$ cat src/rtl/quantum_measurement_sampler_pkg.sv
// Shared constants, state encoding and LFSR step function for the 2-qubit measurement sampler.
`ifndef QUANTUM_MEASUREMENT_SAMPLER_PKG_SV
`define QUANTUM_MEASUREMENT_SAMPLER_PKG_SV
package quantum_measurement_sampler_pkg;
    // Magnitudes are signed S2.13: sign, INT_BITS integer, FX_BITS fraction.
    localparam int INT_BITS   = 2;
    localparam int FX_BITS    = 13;
    localparam int TOTAL_BITS = 1 + INT_BITS + FX_BITS;
    localparam int NUM_BASIS  = 4;
    localparam int CUM_W      = TOTAL_BITS + 2;

    localparam logic [15:0] LFSR_MASK         = 16'hB400;
    localparam logic [15:0] LFSR_DEFAULT_SEED = 16'hACE1;

    typedef enum logic [2:0] {IDLE, PREP, DRAW, EMIT, FIN} state_t;

    function automatic logic [15:0] lfsr_next(input logic [15:0] s);
        return s[0] ? ((s >> 1) ^ LFSR_MASK) : (s >> 1);
    endfunction
endpackage
`endif

$ cat src/rtl/quantum_measurement_sampler_if.sv
// Request/outcome bundle between a driver and the measurement sampler.
interface quantum_measurement_sampler_if #(
    parameter int SHOT_W = 16,
    parameter int CNT_W  = 16
);
    import quantum_measurement_sampler_pkg::*;

    logic                      start;
    logic [TOTAL_BITS*4-1:0]   mag_sq_in;
    logic [SHOT_W-1:0]         num_shots;
    logic [15:0]               seed_in;
    logic                      seed_load;
    logic                      busy;
    logic                      shot_valid;
    logic [1:0]                shot_index;
    logic                      shot_ready;
    logic                      done;
    logic                      err_zero;
    logic [CNT_W*4-1:0]        counts;

    modport master (
        output start, mag_sq_in, num_shots, seed_in, seed_load, shot_ready,
        input  busy, shot_valid, shot_index, done, err_zero, counts
    );

    modport slave (
        input  start, mag_sq_in, num_shots, seed_in, seed_load, shot_ready,
        output busy, shot_valid, shot_index, done, err_zero, counts
    );
endinterface

$ cat src/rtl/quantum_measurement_sampler_lfsr16_galois.sv
// 16-bit Galois LFSR with seed load; an all-zero seed is replaced by SEED so it never locks up.
module lfsr16_galois
    import quantum_measurement_sampler_pkg::*;
#(
    parameter logic [15:0] SEED = LFSR_DEFAULT_SEED
) (
    input  logic        clk,
    input  logic        rst_n,
    input  logic        load,
    input  logic [15:0] seed,
    input  logic        step,
    output logic [15:0] state
);
    always_ff @(posedge clk or negedge rst_n) begin
        if (!rst_n)
            state <= SEED;
        else if (load)
            state <= (seed == 16'd0) ? SEED : seed;
        else if (step)
            state <= lfsr_next(state);
    end
endmodule

$ cat src/rtl/quantum_measurement_sampler.sv
// Draws basis-state outcomes from |amp|^2 weights with an LFSR and keeps a per-basis histogram.
module quantum_measurement_sampler
    import quantum_measurement_sampler_pkg::*;
#(
    parameter int          SHOT_W    = 16,
    parameter int          CNT_W     = 16,
    parameter logic [15:0] LFSR_SEED = LFSR_DEFAULT_SEED
) (
    input  logic                         clk,
    input  logic                         rst_n,
    quantum_measurement_sampler_if.slave bus
);
    localparam logic [CNT_W-1:0] CNT_MAX = '1;

    state_t state, state_nxt;

    // Index 0 sits at the MSB so these line up with the packed bus ordering.
    logic [0:NUM_BASIS-1][TOTAL_BITS-1:0] mag_q;
    logic [0:NUM_BASIS-1][CNT_W-1:0]      hist;

    logic [NUM_BASIS-1:0][CUM_W-1:0] cum_d, cum_q;
    logic [CUM_W-1:0]                acc, mag_pos, r;
    logic [16+CUM_W-1:0]             prod;
    logic [SHOT_W-1:0]               shots_q, shot_cnt;
    logic [15:0]                     lfsr, lfsr_adv;
    logic [1:0]                      idx_d, idx_q;
    logic                            zero_prob, last_shot, lfsr_load, lfsr_step;

    assign lfsr_load = (state == IDLE) && bus.seed_load;
    assign lfsr_step = (state == DRAW);
    assign last_shot = (shot_cnt == shots_q - SHOT_W'(1));

    lfsr16_galois #(.SEED(LFSR_SEED)) u_lfsr (
        .clk   (clk),
        .rst_n (rst_n),
        .load  (lfsr_load),
        .seed  (bus.seed_in),
        .step  (lfsr_step),
        .state (lfsr)
    );

    // Negative magnitudes are numerical noise from upstream; treat them as zero weight.
    always_comb begin
        acc     = '0;
        mag_pos = '0;
        cum_d   = '0;
        for (int b = 0; b < NUM_BASIS; b++) begin
            mag_pos  = mag_q[b][TOTAL_BITS-1] ? '0 : CUM_W'(mag_q[b]);
            acc      = acc + mag_pos;
            cum_d[b] = acc;
        end
    end

    // Scale the freshly stepped LFSR into [0, c3); the smallest ci above it picks the basis.
    always_comb begin
        lfsr_adv = lfsr_next(lfsr);
        prod     = {{CUM_W{1'b0}}, lfsr_adv} * {16'd0, cum_q[NUM_BASIS-1]};
        r        = CUM_W'(prod >> 16);
        idx_d    = 2'(NUM_BASIS - 1);
        for (int i = NUM_BASIS - 2; i >= 0; i--)
            if (r < cum_q[i]) idx_d = 2'(i);
    end

    always_ff @(posedge clk or negedge rst_n) begin
        if (!rst_n)
            state <= IDLE;
        else
            state <= state_nxt;
    end

    always_comb begin
        state_nxt = state;
        case (state)
            IDLE: if (bus.start) state_nxt = PREP;
            PREP: state_nxt = (shots_q == '0 || cum_d[NUM_BASIS-1] == '0) ? FIN : DRAW;
            DRAW: state_nxt = EMIT;
            EMIT: if (bus.shot_ready) state_nxt = last_shot ? FIN : DRAW;
            FIN:  state_nxt = IDLE;
            default: state_nxt = IDLE;
        endcase
    end

    always_comb begin
        bus.busy       = (state != IDLE);
        bus.shot_valid = (state == EMIT);
        bus.done       = (state == FIN);
        bus.err_zero   = (state == FIN) && zero_prob && (shots_q != '0);
    end

    assign bus.shot_index = idx_q;
    assign bus.counts     = hist;

    always_ff @(posedge clk or negedge rst_n) begin
        if (!rst_n) begin
            mag_q     <= '0;
            shots_q   <= '0;
            shot_cnt  <= '0;
            cum_q     <= '0;
            idx_q     <= '0;
            zero_prob <= 1'b0;
            hist      <= '0;
        end else begin
            case (state)
                IDLE: if (bus.start) begin
                    mag_q    <= bus.mag_sq_in;
                    shots_q  <= bus.num_shots;
                    shot_cnt <= '0;
                    hist     <= '0;
                end
                PREP: begin
                    cum_q     <= cum_d;
                    zero_prob <= (cum_d[NUM_BASIS-1] == '0);
                end
                DRAW: idx_q <= idx_d;
                EMIT: if (bus.shot_ready) begin
                    shot_cnt <= shot_cnt + SHOT_W'(1);
                    for (int b = 0; b < NUM_BASIS; b++)
                        if (idx_q == 2'(b) && hist[b] != CNT_MAX)
                            hist[b] <= hist[b] + CNT_W'(1);
                end
                default: ;
            endcase
        end
    end
endmodule

$ cat src/flat_wrapper.sv
// flat-port wrapper written by rule: the top's interface ports become plain ports
module quantum_measurement_sampler_flat import quantum_measurement_sampler_pkg::*;
#(
    parameter int          SHOT_W    = 16,
    parameter int          CNT_W     = 16,
    parameter logic [15:0] LFSR_SEED = LFSR_DEFAULT_SEED
)
  (clk, rst_n, bus_start, bus_mag_sq_in, bus_num_shots, bus_seed_in, bus_seed_load, bus_shot_ready, bus_busy, bus_shot_valid, bus_shot_index, bus_done, bus_err_zero, bus_counts);
  quantum_measurement_sampler_if #(.SHOT_W(SHOT_W), .CNT_W(CNT_W)) bus_i ();
  input  logic clk;
  input  logic rst_n;
  input wire logic [$bits(bus_i.start)-1:0] bus_start;
  input wire logic [$bits(bus_i.mag_sq_in)-1:0] bus_mag_sq_in;
  input wire logic [$bits(bus_i.num_shots)-1:0] bus_num_shots;
  input wire logic [$bits(bus_i.seed_in)-1:0] bus_seed_in;
  input wire logic [$bits(bus_i.seed_load)-1:0] bus_seed_load;
  input wire logic [$bits(bus_i.shot_ready)-1:0] bus_shot_ready;
  output wire logic [$bits(bus_i.busy)-1:0] bus_busy;
  output wire logic [$bits(bus_i.shot_valid)-1:0] bus_shot_valid;
  output wire logic [$bits(bus_i.shot_index)-1:0] bus_shot_index;
  output wire logic [$bits(bus_i.done)-1:0] bus_done;
  output wire logic [$bits(bus_i.err_zero)-1:0] bus_err_zero;
  output wire logic [$bits(bus_i.counts)-1:0] bus_counts;
  assign bus_i.start = bus_start;
  assign bus_i.mag_sq_in = bus_mag_sq_in;
  assign bus_i.num_shots = bus_num_shots;
  assign bus_i.seed_in = bus_seed_in;
  assign bus_i.seed_load = bus_seed_load;
  assign bus_i.shot_ready = bus_shot_ready;
  assign bus_busy = bus_i.busy;
  assign bus_shot_valid = bus_i.shot_valid;
  assign bus_shot_index = bus_i.shot_index;
  assign bus_done = bus_i.done;
  assign bus_err_zero = bus_i.err_zero;
  assign bus_counts = bus_i.counts;
  quantum_measurement_sampler #(.SHOT_W(SHOT_W), .CNT_W(CNT_W), .LFSR_SEED(LFSR_SEED)) u_core (.clk(clk), .rst_n(rst_n), .bus(bus_i));
endmodule
$ cat config.mk
export PLATFORM = sky130hd
export DESIGN_NAME = quantum_measurement_sampler_flat
export DESIGN_NICKNAME = d
export VERILOG_FILES = /design/src/rtl/quantum_measurement_sampler_pkg.sv /design/src/rtl/quantum_measurement_sampler_if.sv /design/src/rtl/quantum_measurement_sampler_lfsr16_galois.sv /design/src/rtl/quantum_measurement_sampler.sv /design/src/flat_wrapper.sv
export SDC_FILE = /design/constraint.sdc
export NUM_CORES = 1
export LEC_CHECK = 0
export CORE_UTILIZATION = 40
export CTS_BUF_LIST = sky130_fd_sc_hd__clkbuf_4
export CTS_CLUSTER_DIAMETER = 80
export DETAILED_ROUTE_END_ITERATION = 16
export GPL_ROUTABILITY_DRIVEN = 0
export PLACE_DENSITY = 0.61
export SYNTH_ARGS = -nofsm -noshare
export SYNTH_HDL_FRONTEND = slang
export SYNTH_SLANG_ARGS = --single-unit
$ cat constraint.sdc
create_clock -name clk -period 11.6 [get_ports clk]
set_clock_uncertainty 0.15 [all_clocks]
set_input_delay 2.32 -clock clk [delete_from_list [all_inputs] [get_ports clk]]
set_output_delay 2.32 -clock clk [all_outputs]
set_load 0.005 [all_outputs]
## Word level (Yosys, flattened, before mapping)

Cells that the tools add are included.

| cells by class | value |
|---|---|
| add/sub/neg operators | 9 |
| multiply operators | 1 |
| magnitude comparators | 3 |
| equality and inequality tests | 18 |
| mux-type cells | 26 |
| bitwise operators | 1 |
| reductions and logical operators | 24 |

Operators by type and width:

| operator | number |
|---|---|
| $mux 16 | 10 |
| $mux 64 | 2 |
| $pmux 64 s2 | 1 |
| $add 16x1->16 const B | 5 |
| $ne 16x16->1 const B | 4 |
| $mux 15 | 4 |
| $add 18x18->18 | 3 |
| $lt 18x18->1 | 3 |
| $mul 16x18->34 | 1 |
| $logic_not 16->1 | 2 |
| $pmux 16 s2 | 1 |
| $logic_not 18->1 | 1 |
| $eq 16x16->1 | 1 |
| $reduce_and 4->1 | 4 |
| $reduce_bool 16->1 | 1 |
| $sub 16x1->16 const B | 1 |
| $mux 3 | 4 |
| $pmux 3 s4 | 1 |
| $ne 2x1->1 const B | 4 |
| $logic_and 1x1->1 | 7 |
| $eq 3x2->1 const B | 2 |
| $eq 2x2->1 const B | 2 |
| $mux 2 | 2 |
| $ne 2x2->1 const B | 2 |
| other kinds (12) | 14 |

| storage, ports and cells | value |
|---|---|
| register bits after elaboration | 254 |
| output and inout bits | 70 |

## Longest topological paths before layout

| depth | value |
|---|---|
| word-level depth | 8 |
| mapped depth | 34 |

## Cells and area by module

Synthesis repeated with hierarchy kept, for this count alone.

| unflattened totals | value |
|---|---|
| cells, all modules | 2,619 |
| area total of the unflattened synthesis | 23,540.1 um2 |

By module, submodules not included:

| module | times used | cells each | area each (um2) |
|---|---|---|---|
| quantum_measurement_sampler | 1 | 2,548 | 22,703.0 |
| lfsr16_galois | 1 | 71 | 837.1 |

## Least setup slack after synthesis

No wires, ideal clock.

| path | value |
|---|---|
| path kind | reg-to-reg |
| start | reg u_core.u_lfsr.state[0] |
| end | reg u_core.idx_q[0], in the netlist u_core.bus.shot_index[0] |
| setup time | 0.094 ns |
| arrival | 7.993 ns |
| required time | 11.356 ns |
| setup slack | 3.363 ns |
| stages on the path, launching flop included | 31 |
| cells stage by stage | dfstp_2 > clkbuf_1 > xor2_1 > clkbuf_1 > nand2_1 > fa_1 > inv_1 > fa_1 > fa_1 > fa_1 > fa_1 > inv_1 > fa_1 > inv_1 > ha_1 > a21o_1 > a21o_1 > o41ai_2 > nor2b_1 > o21a_1 > nor2_1 > xnor2_1 > ha_1 > or3_1 > o21ai_0 > a21oi_1 > a21oi_1 > a211oi_1 > o31a_1 > o221a_2 > a211oi_1 |

| on the way | value |
|---|---|
| longest elaborated chain between the ends | 6 |

Ends and longest elaborated chain:

| element | line | text |
|---|---|---|
| from (decl) | quantum_measurement_sampler_lfsr16_galois.sv:12 | `output logic [15:0] state` |
| from (signal assigned) | quantum_measurement_sampler_lfsr16_galois.sv:18 | `state <= (seed == 16'd0) ? SEED : seed;` |
| from (signal assigned) | quantum_measurement_sampler_lfsr16_galois.sv:20 | `state <= lfsr_next(state);` |
| $mux 16 * | quantum_measurement_sampler_pkg.sv:18 | `return s[0] ? ((s >> 1) ^ LFSR_MASK) : (s >> 1);` |
| $mul 16x18->34 * | quantum_measurement_sampler.sv:57 | `prod = {{CUM_W{1'b0}}, lfsr_adv} * {16'd0, cum_q[NUM_BASIS-1]};` |
| $lt 18x18->1 | quantum_measurement_sampler.sv:61 | `if (r < cum_q[i]) idx_d = 2'(i);` |
| $mux 1 | quantum_measurement_sampler.sv:61 |  |
| $mux 2 | quantum_measurement_sampler.sv:61 |  |
| $mux 2 * | quantum_measurement_sampler.sv:61 |  |
| to (signal assigned) | quantum_measurement_sampler.sv:114 | `DRAW: idx_q <= idx_d;` |
| to (decl) | quantum_measurement_sampler.sv:26 | `logic [1:0] idx_d, idx_q;` |

Mark *: on every way between the ends. The rest lies on a longest branch, timed or not.
A chain may end at the register's enable or synchronous reset.

## Worst setup path in the final report

Ends and elaborated chain as after synthesis.

==> results.yml <==
finish:
  drive_gt1_frac: 0.07115
  fill_cells: 5684
  nets: 3317
  syn_to_final_growth_pct: 13.78
detailed_routing:
  firstDrtPassIters: 6
  via_per_inst: 5.182
  drc: 0
  wl_um: 62440
  drtIter0Drc: 923
  wl_per_cell_um: 17.32
  num_vias: 18680
  ant_nets: 0
logic_synthesis:
  ys_top_cells_by_area: "dfrtp_1, fa_1, ha_1"
  dominantRegCellSynth: "dfrtp_1"
  syn-num-nets: 3163
  ys_seq_area_frac: 0.2644
  syn_avg_cell_area_um2: 8.912
  ys_seq_elements: 248
  ys.warnings.count: 0
  syn_inst: 2638
  synth_cell_types: 75
  synth_edf_count: 0
  synth_top_cell_by_area: "dfrtp_1"
  synth_top_area_share: 0.2555
  synth_area_um2: 23510
  synth_async_sr_flop_share: 1.000
clocking:
  cts-root-buf: "clkbuf_4"
  hold_buffers: 0
  post_cts_resized: 0
  htreeDepth: 3
  postCtsSetupBuffers: 0
  cts_tree: "done"
  cts_sinks: 248
  clk-insertion-delay-late_ps: 820
  numCtsBuffers: 74
  cts.reportedPaths.clkPinSlew_ps: 60
  cts_max_path_buffers: 3
sta:
  tightest_slew_ps: 1307
  fin_crit_sh: 0.7802
  period_needed_ps: 9051
  drv_slew: 0
  final-hold-violation-count: 0
  setup_tns_ps: 0
  max_freq_mhz: 110.5
  finalSetupViolCount: 0
  relSlewSlack: 0.1223
  rsz0062_at_grt: "no"
global_route:
  grtUsageMet2: 0.3544
  antenna_found_initial: 2
  grt-ovfl-total: 0
  grt_usage: 0.2177
  met1_usage: 0.2899
  grt_max_degree: 109
  grtUsageMet3: 0.04357
  top_usage_layer: "met2"
  grt_pass1_vias: 19810
  grt_pass1_wl_um: 104200
run:
  maxCapViolCount: 0
worst_setup_path:
  critPathKind: "flop to flop"
  reg2reg_depth: 31
  cpMaxStageDelayCell: "dfstp_2"
  cp_data_required_time_ps: 12140
  critPathLaunchType: "flop"
  critPathCaptureType: "flop"
  cp.arrival_ps: 9590
  path_max_fanout: 23
  cp_slowest_stage_delay_ps: 840
placed_design:
  io_buffers: 170
  dpl.hpwl_um: 47340
die:
  ios: 171
  die_width_um: 244.4
  rows: 88
  core_area_um2: 57920
  die-area_um2: 59750
  die-height_um: 244.4
  floorplan.initialDensity: 0.4059
hold_path:
  holdPathStages: 2
  hold_class: "flop to flop"
outcome:
  status: "finished clean"
-- per-stage QoR --
step / cells / setup WS, ps / utilization / instance area (um^2) / hold WS [ps]
floorplan: 2638 / 3363 / - / 23510 / 287.9
global placement: 3481 / 2743 / 0.4464 / 25850 / 302.2
detailed placement: 3481 / 2592 / 0.4464 / 25850 / 307.0
CTS: 3604 / 2642 / 0.4618 / 26750 / 322.4
global route: 3605 / 2051 / 0.4618 / 26750 / 337.0
finish: 3605 / 2549 / 0.4618 / 26750 / 319.2
-- Yosys cell counts, drive strengths merged (3+ instances only) --
cell type,n
nand2b,10
nor3,26
a31oi,19
buf,11
nor3b,4
o21ai,71
and4,6
o311a,3
a211o,4
xnor2,63
xor2,79
o21bai,9
nor4b,3
nor2b,78
mux2,47
or3,11
nand4,49
a211oi,13
a21oi,63
a21o,41
a41oi,4
nor2,140
mux2i,4
nor4,15
dfrtp,240
and2,126
nand2,517
o211ai,10
fa,224
inv,329
ha,200
o21a,12
and3,14
or2,7
nand3,46
dfstp,8
o31ai,12
clkbuf,92
-- kinds of logic after synthesis --
kind of cell / count (synthesis) / share of synthesized area
DFF: 248 / 0.2644
buffers and inverters: 432 / 0.07004
AOI/OAI and AO/OA: 282 / 0.07840
and+or+nand+nor: 1059 / 0.2128
xor gates and xnor gates: 142 / 0.05290
adders and majority gates: 424 / 0.2972
muxes: 51 / 0.02422
-- state kept, by name (all words and copies together), names as in the netlist --
register               flops
u_core.bus.shot_index      2
u_core.mag_q              64
u_core.bus.counts         64
u_core.shots_q            16
u_core.shot_cnt           16
u_core.cum_q              66
u_core.zero_prob           1
u_core.state               3
u_core.u_lfsr.state       16
-- cell type report --
class                           instances  area, um^2  area share
Antenna cell                            1       2.502  0.00009355
Clock inverter                         26       166.4    0.006221
Tap cell                              765       957.2     0.03578
Multi-Input combinational cell       1958       15650      0.5852
Timing Repair Buffer                  181        1789     0.06689
Clock buffer                           97       728.2     0.02722
Inverter                              329        1235     0.04617
Sequential cell                       248        6216      0.2324
-- routing by layer --
| layer | vias up | wire length (um) |
|---|---|---|
| met3 | 115 | 3319 |
| met1 | 9287 | 28040 |
| li1 | 8815 | - |
| met5 | - | 13 |
| met2 | 462 | 29530 |
| met4 | 2 | 1534 |
-- final timing paths --
check	start	end	slack (ps)
hold reg to reg	u_core.mag_q[50]	u_core.mag_q[50]	320
min in group asynchronous	rst_n	u_core.mag_q[63]	1410
hold / removal	u_core.mag_q[50]	u_core.mag_q[50]	320
setup reg to reg	u_core.u_lfsr.state[0]	u_core.bus.shot_index[0]	2550
max in group asynchronous	rst_n	u_core.bus.counts[20]	7580
setup / recovery	u_core.u_lfsr.state[0]	u_core.bus.shot_index[0]	2550
-- layout by cell type, fill, tap and decap left out, drive strengths merged, types with 46 or more instances in the layout --
cell type,n
nand3,46
nor2b,78
nand4,49
fa,224
mux2,47
xor2,79
nor2,140
ha,200
o21ai,71
inv,330
nand2,517
dfrtp,240
clkdlybuf4s50,169
xnor2,63
a21oi,63
and2,126
clkbuf,97
-- worst max-delay path, delay by kind of cell (launching register included) --
| family | cells | cell delay (ps) |
|---|---|---|
| fa+ha+maj | 8 | 3400 |
| simple gates | 5 | 820 |
| xor+xnor | 2 | 960 |
| compound gates | 11 | 2550 |
| flops | 1 | 840 |
| buf+inv | 5 | 240 |
Power is not shown: default switching activity piles up to over one toggle a cycle in this logic, so the estimate is an artifact.
